==> config.mk <==
export PLATFORM = sky130hd
export DESIGN_NAME = wb_stage
export DESIGN_NICKNAME = d
export VERILOG_FILES = /design/src/rtl/wb_pkg.sv /design/src/rtl/wb_result_mux.sv /design/src/rtl/wb_stage.sv
export SDC_FILE = /design/constraint.sdc
export NUM_CORES = 1
export LEC_CHECK = 0
export ABC_AREA = 1
export CORE_MARGIN = 4
export CORE_UTILIZATION = 35
export CTS_CLUSTER_SIZE = 40
export DETAILED_ROUTE_END_ITERATION = 8
export PLACE_DENSITY = 0.81
export SETUP_SLACK_MARGIN = 0.05
export SYNTH_ARGS = -nofsm -noshare
export SYNTH_HDL_FRONTEND = slang
export SYNTH_SLANG_ARGS = --single-unit
==> constraint.sdc <==
create_clock -name clk -period 2.39 [get_ports clk]
set_input_delay 0.239 -clock clk [delete_from_list [all_inputs] [get_ports clk]]
set_output_delay 0.239 -clock clk [all_outputs]
set_load 0.05 [all_outputs]
==> src/rtl/wb_pkg.sv <==
// Shared opcode map, ALU slot count and FSM state encoding for the write-back stage.
package wb_pkg;

  localparam int OP_ADD  = 4;
  localparam int OP_SUB  = 5;
  localparam int OP_NEG  = 6;
  localparam int OP_MUL  = 7;
  localparam int OP_DIV  = 8;
  localparam int OP_OR   = 9;
  localparam int OP_XOR  = 10;
  localparam int OP_NAND = 11;
  localparam int OP_NOR  = 12;
  localparam int OP_XNOR = 13;
  localparam int OP_NOT  = 14;
  localparam int OP_LLSH = 15;
  localparam int OP_LRSH = 16;

  localparam int OP_ALU_FIRST = OP_ADD;
  localparam int OP_ALU_LAST  = OP_LRSH;
  localparam int NUM_OPS      = OP_ALU_LAST - OP_ALU_FIRST + 1;

  typedef logic [0:0] state_t;
  localparam state_t S_IDLE = 1'b0;
  localparam state_t S_HI   = 1'b1;

endpackage

==> src/rtl/wb_result_mux.sv <==
// Picks the ALU result slot that belongs to the opcode and flags whether the opcode is an ALU op.
module wb_result_mux
  import wb_pkg::*;
#(
  parameter int DATA_W   = 16,
  parameter int OPC_W    = 6,
  parameter int N_SLOTS  = wb_pkg::NUM_OPS
) (
  input  logic [OPC_W-1:0]          opcode_i,
  input  logic [N_SLOTS*DATA_W-1:0] resBus_i,
  output logic [DATA_W-1:0]         data_o,
  output logic                      isAlu_o
);

  always_comb begin
    data_o  = '0;
    isAlu_o = (opcode_i >= OPC_W'(OP_ALU_FIRST)) && (opcode_i <= OPC_W'(OP_ALU_LAST));
    for (int k = 0; k < N_SLOTS; k++) begin
      if (opcode_i == OPC_W'(OP_ALU_FIRST + k)) begin
        data_o = resBus_i[k*DATA_W +: DATA_W];
      end
    end
  end

endmodule

==> src/rtl/wb_stage.sv <==
// Registered write-back stage driving one register-file write port from the packed ALU result bus.
// Define WB_MUL_HI_EN to commit the MUL high half as a second write to rd_addr+1.
module wb_stage
  import wb_pkg::*;
#(
  parameter int DATA_W  = 16,
  parameter int OPC_W   = 6,
  parameter int REG_AW  = 3,
  parameter int NUM_OPS = wb_pkg::NUM_OPS
) (
  input  logic                      clk,
  input  logic                      rst,
  input  logic                      in_valid,
  output logic                      in_ready,
  input  logic [OPC_W-1:0]          opcode,
  input  logic [REG_AW-1:0]         rd_addr,
  input  logic [NUM_OPS*DATA_W-1:0] res_bus,
  input  logic [DATA_W-1:0]         mul_hi,
  output logic                      rf_we,
  output logic [REG_AW-1:0]         rf_waddr,
  output logic [DATA_W-1:0]         rf_wdata,
  output logic                      zero_flag,
  output logic [15:0]               retire_cnt
);

  logic [DATA_W-1:0] selData;
  logic              isAlu;
  logic              accept;

  logic              rfWe_q,    rfWe_d;
  logic [REG_AW-1:0] rfWaddr_q, rfWaddr_d;
  logic [DATA_W-1:0] rfWdata_q, rfWdata_d;
  logic              zero_q,    zero_d;
  logic [15:0]       cnt_q,     cnt_d;

  wb_result_mux #(
    .DATA_W  (DATA_W),
    .OPC_W   (OPC_W),
    .N_SLOTS (NUM_OPS)
  ) u_mux (
    .opcode_i (opcode),
    .resBus_i (res_bus),
    .data_o   (selData),
    .isAlu_o  (isAlu)
  );

`ifdef WB_MUL_HI_EN
  state_t            state_q,  state_d;
  logic [REG_AW-1:0] hiAddr_q, hiAddr_d;
  logic [DATA_W-1:0] hiData_q, hiData_d;

  assign in_ready = !rst && (state_q == S_IDLE);
`else
  logic [DATA_W-1:0] unused_mul_hi;

  assign unused_mul_hi = mul_hi;
  assign in_ready      = !rst;
`endif

  assign accept = in_valid && in_ready;

  always_comb begin
    rfWe_d    = 1'b0;
    rfWaddr_d = rfWaddr_q;
    rfWdata_d = rfWdata_q;
    zero_d    = zero_q;
    cnt_d     = cnt_q;
`ifdef WB_MUL_HI_EN
    state_d   = S_IDLE;
    hiAddr_d  = hiAddr_q;
    hiData_d  = hiData_q;
    // The high half was captured with the MUL transfer; S_HI only replays it.
    if (state_q == S_HI) begin
      rfWe_d    = 1'b1;
      rfWaddr_d = hiAddr_q;
      rfWdata_d = hiData_q;
    end else if (accept && isAlu) begin
      rfWe_d    = 1'b1;
      rfWaddr_d = rd_addr;
      rfWdata_d = selData;
      if (opcode == OPC_W'(OP_MUL)) begin
        state_d  = S_HI;
        hiAddr_d = rd_addr + REG_AW'(1);
        hiData_d = mul_hi;
      end
    end
`else
    if (accept && isAlu) begin
      rfWe_d    = 1'b1;
      rfWaddr_d = rd_addr;
      rfWdata_d = selData;
    end
`endif
    if (rfWe_d) begin
      zero_d = (rfWdata_d == '0);
      cnt_d  = cnt_q + 16'd1;
    end
  end

  always_ff @(posedge clk) begin
    if (rst) begin
      rfWe_q    <= 1'b0;
      rfWaddr_q <= '0;
      rfWdata_q <= '0;
      zero_q    <= 1'b0;
      cnt_q     <= '0;
`ifdef WB_MUL_HI_EN
      state_q   <= S_IDLE;
      hiAddr_q  <= '0;
      hiData_q  <= '0;
`endif
    end else begin
      rfWe_q    <= rfWe_d;
      rfWaddr_q <= rfWaddr_d;
      rfWdata_q <= rfWdata_d;
      zero_q    <= zero_d;
      cnt_q     <= cnt_d;
`ifdef WB_MUL_HI_EN
      state_q   <= state_d;
      hiAddr_q  <= hiAddr_d;
      hiData_q  <= hiData_d;
`endif
    end
  end

  assign rf_we      = rfWe_q;
  assign rf_waddr   = rfWaddr_q;
  assign rf_wdata   = rfWdata_q;
  assign zero_flag  = zero_q;
  assign retire_cnt = cnt_q;

endmodule

==> flow_summary.yaml, run 1 <==
routing:
  drt_first_pass_iters: 6
  wl_per_cell_um: 16.2
  dr_total_vias: 5475
  viasPerCell: 4.88
  drt-total-wl_um: 18200
  postRouteAntennaNets: 0
  drc: 0
  drt-initial-drc-count: 402
grt:
  grt_max_degree: 32
  use_met2_pct: 50.3
  grt_overflow: 0
  busiest_layer: "met2"
  grt.met1_usage_pct: 33.6
  use_met3_pct: 7.81
  grt_pass1_vias: 5325
  antenna_found_initial: 5
  grt_pass1_wl_um: 26900
  grt_usage_pct: 28.9
clocking:
  ctsHtreeMaxLevel: 2
  clk_path_buf_depth: 2
  clkSinkCount: 37
  path_clk_slew_ps: 70
  ctsHoldBuffers: 0
  cts_made_buffers: 5
  clk_latency_ps: 290
  cts_tree: "built"
  cts_root_buf: "clkbuf_8"
synth:
  syn_inst: 682
  post-synth-top-area-cell: "nand2_1"
  yosysWarningCount: 0
  syn_area_um2: 3620
  synthArstFlopShare_pct: 0
  synthAdderAreaFrac_pct: 0.345
  synth-simple-area-share_pct: 59.9
  synth_mux_area_share_pct: 0
  yosys-top-cells-count: "nand2_1, nor2_1, inv_1"
  synth_area_leaders: "nand2_1, dfxtp_1, nor2_1"
  avgSynthCellArea_um2: 5.31
  synth-xor-area-share_pct: 0
  yosysMostFrequentCell: "nand2_1"
  synth_top_flop_cell: "dfxtp_1"
  synth_top_family_by_area: "simple AND/OR/NAND/NOR gates"
  syn_nets: 919
  synth-edff-count: 0
  ys_types: 32
  synth_seq_cells: 37
  ys_seq_area_share_pct: 20.4
  netlist.area_leader.share_pct: 24.6
  synth_compound_area_share_pct: 6.90
critical_path:
  start_kind: "input pin"
  crit_family: "simple AND/OR/NAND/NOR gates"
  worst_ep_required_time_ps: 2620
  cp_num_buf_inv: 6
  cp.arrival_ps: 2410
  reg2reg_to: "retire_cnt[15]"
  worstSetupEndpointType: "flop"
  slowest_stage: "clkdlybuf4s15_1"
  rr_worst_depth: 13
  cp_max_fo: 8
  crit_type: "input pin to flop"
  critPathLaunch: "opcode[0]"
  critical_path.endpoint: "zero_flag"
  cp.depth: 19
  slowest_delay_ps: 250
  path_cells: "clkdlybuf4s15_1, inv_2, nor2_2, buf_4, nand3_4, clkinvlp_4, buf_6, buf_12, nand2_1, nand4_1, nor2_1, nand4_1, nand2_2, nand2_2, nor2_1, nand2_1, nor2_1, nand3_1, a21oi_1"
  path_common_cell: "nor2_1"
  r2r_start: "retire_cnt[0]"
  r2r_setup_slack_ps: 460
placed_design:
  dpl_cell_area_um2: 6740
  hpwl_um: 15300
  place.gp.congestion: 0.944
  port_buffers: 257
final_layout:
  syn_to_final_growth_pct: 91.8
  drive_gt1_share_pct: 12.3
  nets: 1221
  fin_area_um2: 6950
sta:
  finalSetupTns_ps: 0
  tightest_slew_ps: 568
  clock_skew_ps: 7.70
  max_freq_mhz: 459
  hold_ws_ps: 465
  period_needed_ps: 2180
  max-slew-margin-rel_pct: 62.0
  finalSetupViolCount: 0
  hold_viol_final: 0
  fin_crit_sh_pct: 91.1
  rsz0062_at_grt: "no"
  slew_violations: 0
run_status:
  outcome: "complete, no violations"
die:
  initial_core_util_pct: 36.6
  coreArea_um2: 9910
  die-width_um: 110
  rows: 36
  ios: 274
  die_h_um: 110
  die-area_um2: 12000
flow_run:
  cap_violations: 0
worst_hold_path:
  holdCritPathClass: "flop to flop"
power_and_ir_drop:
  power_density_nw_per_um2: 246
  ir_worst_vdd_v: 0.000264
  leakagePower_nw: 3.08
## where the power goes
group | total [mW] | switching, mW | internal [mW]
clock | 0.438 | 0.210 | 0.229
combinational | 0.641 | 0.236 | 0.405
sequential | 0.628 | 0.00415 | 0.624
## worst min-delay path by stage
stage               cells after the start  slack [ps]     endpoint   startpoint
floorplan                               2         350  rf_waddr[0]   rd_addr[0]
global placement                        2         450  rf_waddr[1]  rf_waddr[1]
detailed placement                      2         460  rf_waddr[0]  rf_waddr[0]
CTS                                     2         470  rf_waddr[2]  rf_waddr[2]
global route                            2         490  rf_waddr[2]  rf_waddr[2]
finish                                  2         470  rf_waddr[2]  rf_waddr[2]
## state kept, by name, indices dropped and copies added, names as in the netlist
name,count
rf_waddr,3
retire_cnt,16
zero_flag,1
rf_wdata,16
rf_we,1
## kinds of logic after synthesis
logic type,Yosys count
fa+ha+maj,1
simple gates,482
flops,37
buf+inv,113
compound gates,49
## per-layer routing
| metal | vias to the layer above | part of all wire (%) |
|---|---|---|
| met4 | 2 | 4.2 |
| met5 | - | 0.071 |
| met1 | 2407 | 39 |
| met3 | 55 | 10 |
| met2 | 262 | 46 |
| li1 | 2749 | - |
## worst min-delay path, cell delays in order (launching register included)
cell and delay, ps:
dfxtp_1 310, nand3_1 70, nand2_1 40
## stage by stage
stage | setup WS [ps] | util [%] | power (mW) | std cells
floorplan | 211 | - | 0.806 | 682
global route | 38.4 | 70.1 | 1.79 | 1121
detailed placement | -303 | 68.0 | 1.27 | 1104
CTS | 56.1 | 68.9 | 1.71 | 1111
finish | 212 | 70.1 | 1.71 | 1121
global placement | -308 | 68.0 | 1.27 | 1104
## repair_timing
action | in CTS | in global routing
pin swaps | 0 | 14
setup endpoints to repair | 2 | 7
setup buffers | 0 | 6
resized for setup | 3 | 23
## layout make-up
cell class	count	area [µm²]
repair buffers	318	3120
well taps	133	166
fillers	872	2960
flip-flops and latches	37	741
multi-input cells	532	2480
clock buffers	7	86.3
diodes	4	10.0
inverters	90	342
## placed cells by master (no fill, tap or decap), types with 2 or more instances in the layout
cell type        count
nand4_1             40
dlymetal6s2s_1       5
o21a_1               2
a21oi_1             36
buf_12               6
dfxtp_1             37
or2_1                4
nor2_1              95
or2_0                8
nor3_2               2
inv_2                9
nand2_1            235
nor2_4               6
nor2_2              13
nand3_2              4
buf_6                2
inv_1               80
clkbuf_8             6
nor3_1               5
or2_2                6
nand3_1             50
clkdlybuf4s50_1    250
nand2_2              7
o21ai_0              9
nand3_4              2
buf_4               54
diode_2              4
Note: power is estimated with default switching activity, not from simulation.
==> run 2, diff against run 1 <==
- REMOVE_ABC_BUFFERS: unset -> 1
- clock period: 2.39 -> 2.47 ns (I/O delays scaled with it)
==> flow_summary.yaml, run 2 (same netlist as run 1, synthesis figures left out) <==
run_status:
  outcome: "complete, no violations"
die:
  rows: 36
  die_h_um: 110
  die-area_um2: 12000
  die-width_um: 110
  coreArea_um2: 9910
  ios: 274
  initial_core_util_pct: 36.6
grt:
  grt_pass1_wl_um: 24700
  grt_overflow: 0
  grt_usage_pct: 26.4
  antenna_found_initial: 2
  grt_pass1_vias: 4937
  grt_max_degree: 32
placed_design:
  place.gp.congestion: 0.961
  hpwl_um: 14100
  dp_slack_ps: -261
  port_buffers: 257
final_layout:
  syn_to_final_growth_pct: 91.9
  final_common_cell: "clkdlybuf4s50_1"
  nets: 1218
  layout_common_cells: "clkdlybuf4s50_1, nand2_1, nor2_1"
  drive_gt1_share_pct: 12.3
clocking:
  clk_path_buf_depth: 2
  path_clk_slew_ps: 80
  cts_made_buffers: 5
  cts_tree: "built"
  ctsHtreeMaxLevel: 2
  clk_latency_ps: 290
  cts_root_buf: "clkbuf_8"
  clkSinkCount: 37
sta:
  hold_viol_final: 0
  max-slew-margin-rel_pct: 47.5
  tightest_slew_ps: 784
  hold_ws_ps: 469
  worst_slack_ps: 282
  fin_crit_sh_pct: 88.6
  period_needed_ps: 2190
  rsz0062_at_grt: "no"
  finalSetupTns_ps: 0
  slew_violations: 0
  max_freq_mhz: 457
  clock_skew_ps: 9.23
  finalSetupViolCount: 0
power_and_ir_drop:
  leakagePower_nw: 3.11
  power_density_nw_per_um2: 269
  ir_worst_vdd_v: 0.000374
critical_path:
  r2r_start: "retire_cnt[1]"
  slowest_stage: "dlygate4sd2_1"
  worst_ep_required_time_ps: 2690
  critPathLaunch: "opcode[4]"
  cp.arrival_ps: 2410
  crit_type: "input pin to flop"
  r2r_setup_slack_ps: 510
  worstSetupEndpointType: "flop"
  critical_path.endpoint: "zero_flag"
  cp_max_fo: 7
  path_common_cell: "nand2_1"
  reg2reg_to: "retire_cnt[14]"
  rr_worst_depth: 11
  start_kind: "input pin"
  path_cells: "dlygate4sd2_1, nor2_4, buf_4, nand3_2, buf_4, or2_0, nand2_1, nand4_1, nor2_2, nand3_2, nand2_2, nand2_1, nor2_1, nand2_1, nor2_2, nand3_1, a21oi_1"
  slowest_delay_ps: 280
routing:
  wl_per_cell_um: 15.4
  postRouteAntennaNets: 0
  drt_first_pass_iters: 5
  drc: 0
  dr_total_vias: 5359
  drt-total-wl_um: 17200
  drt-initial-drc-count: 300
  viasPerCell: 4.80
flow_run:
  cap_violations: 0
worst_hold_path:
  holdCritPathClass: "flop to flop"
[run 2: worst min-delay path by stage]
stage                            from     endpoint  slack (ps)  cells after the start
after global routing      rf_waddr[1]  rf_waddr[1]         490                      2
final                     rf_waddr[1]  rf_waddr[1]         470                      2
after global placement    rf_waddr[0]  rf_waddr[0]         450                      2
after floorplan                   rst  rf_wdata[0]         320                      1
after CTS                 rf_waddr[1]  rf_waddr[1]         470                      2
after detailed placement    zero_flag    zero_flag         460                      2
[run 2: power breakdown]
part | internal (mW) | leakage, nW | total, mW | switching [mW]
Combinational | 0.392 | 2.74 | 0.615 | 0.223
Clock | 0.407 | 0.0688 | 0.648 | 0.241
Sequential | 0.603 | 0.299 | 0.607 | 0.00390
Total | 1.40 | 3.11 | 1.87 | 0.468
[run 2: metrics by stage]
| stage | util (%) | instance area (µm²) | power [mW] | instances |
|---|---|---|---|---|
| 6_report | 70.2 | 6960 | 1.87 | 1117 |
| 4_1_cts | 69.0 | 6840 | 1.86 | 1111 |
| 3_5_place_dp | 67.7 | 6700 | 1.22 | 1103 |
| 2_1_floorplan | - | 3510 | 0.766 | 659 |
| 3_3_place_gp | 67.7 | 6700 | 1.22 | 1103 |
| 5_1_grt | 70.2 | 6960 | 1.94 | 1117 |
[run 2: what timing repair did]
| action | in CTS | in global routing |
|---|---|---|
| pin swaps | 0 | 15 |
| resized for setup | 1 | 28 |
| buffers inserted | 0 | 3 |
| hold endpoints to repair | 0 | 0 |
| gates cloned | 0 | 1 |
| setup endpoints to repair | 1 | 3 |
| hold buffers | 0 | 0 |
[run 2: metal layers]
layer | vias to the layer above | GRT usage (%) | part of all wire [%]
met5 | - | 0 | 0
met4 | 0 | 6.86 | 2.4
met3 | 32 | 4.99 | 8.0
met2 | 230 | 48.5 | 49
met1 | 2350 | 31.3 | 40
li1 | 2747 | - | -
[run 2: area by class of cell]
class / instances / area [µm²]
fillers: 857 / 2950
diodes: 2 / 5.00
multi-input cells: 533 / 2490
clock inverters: 3 / 68.8
well taps: 133 / 166
flip-flops and latches: 37 / 741
clock buffers: 5 / 68.8
inverters: 90 / 340
repair buffers: 314 / 3070
[run 2: worst max-delay path: cells and delay by family]
kind	cells	cell delay [ps]
buf+inv	3	630
compound gates	1	130
simple gates	13	1400
==> run 3, diff against run 2 <==
- SLEW_MARGIN: unset -> 20
==> results of run 3 <==
No change in the layout: final DEF, timing and power equal those of run 2.
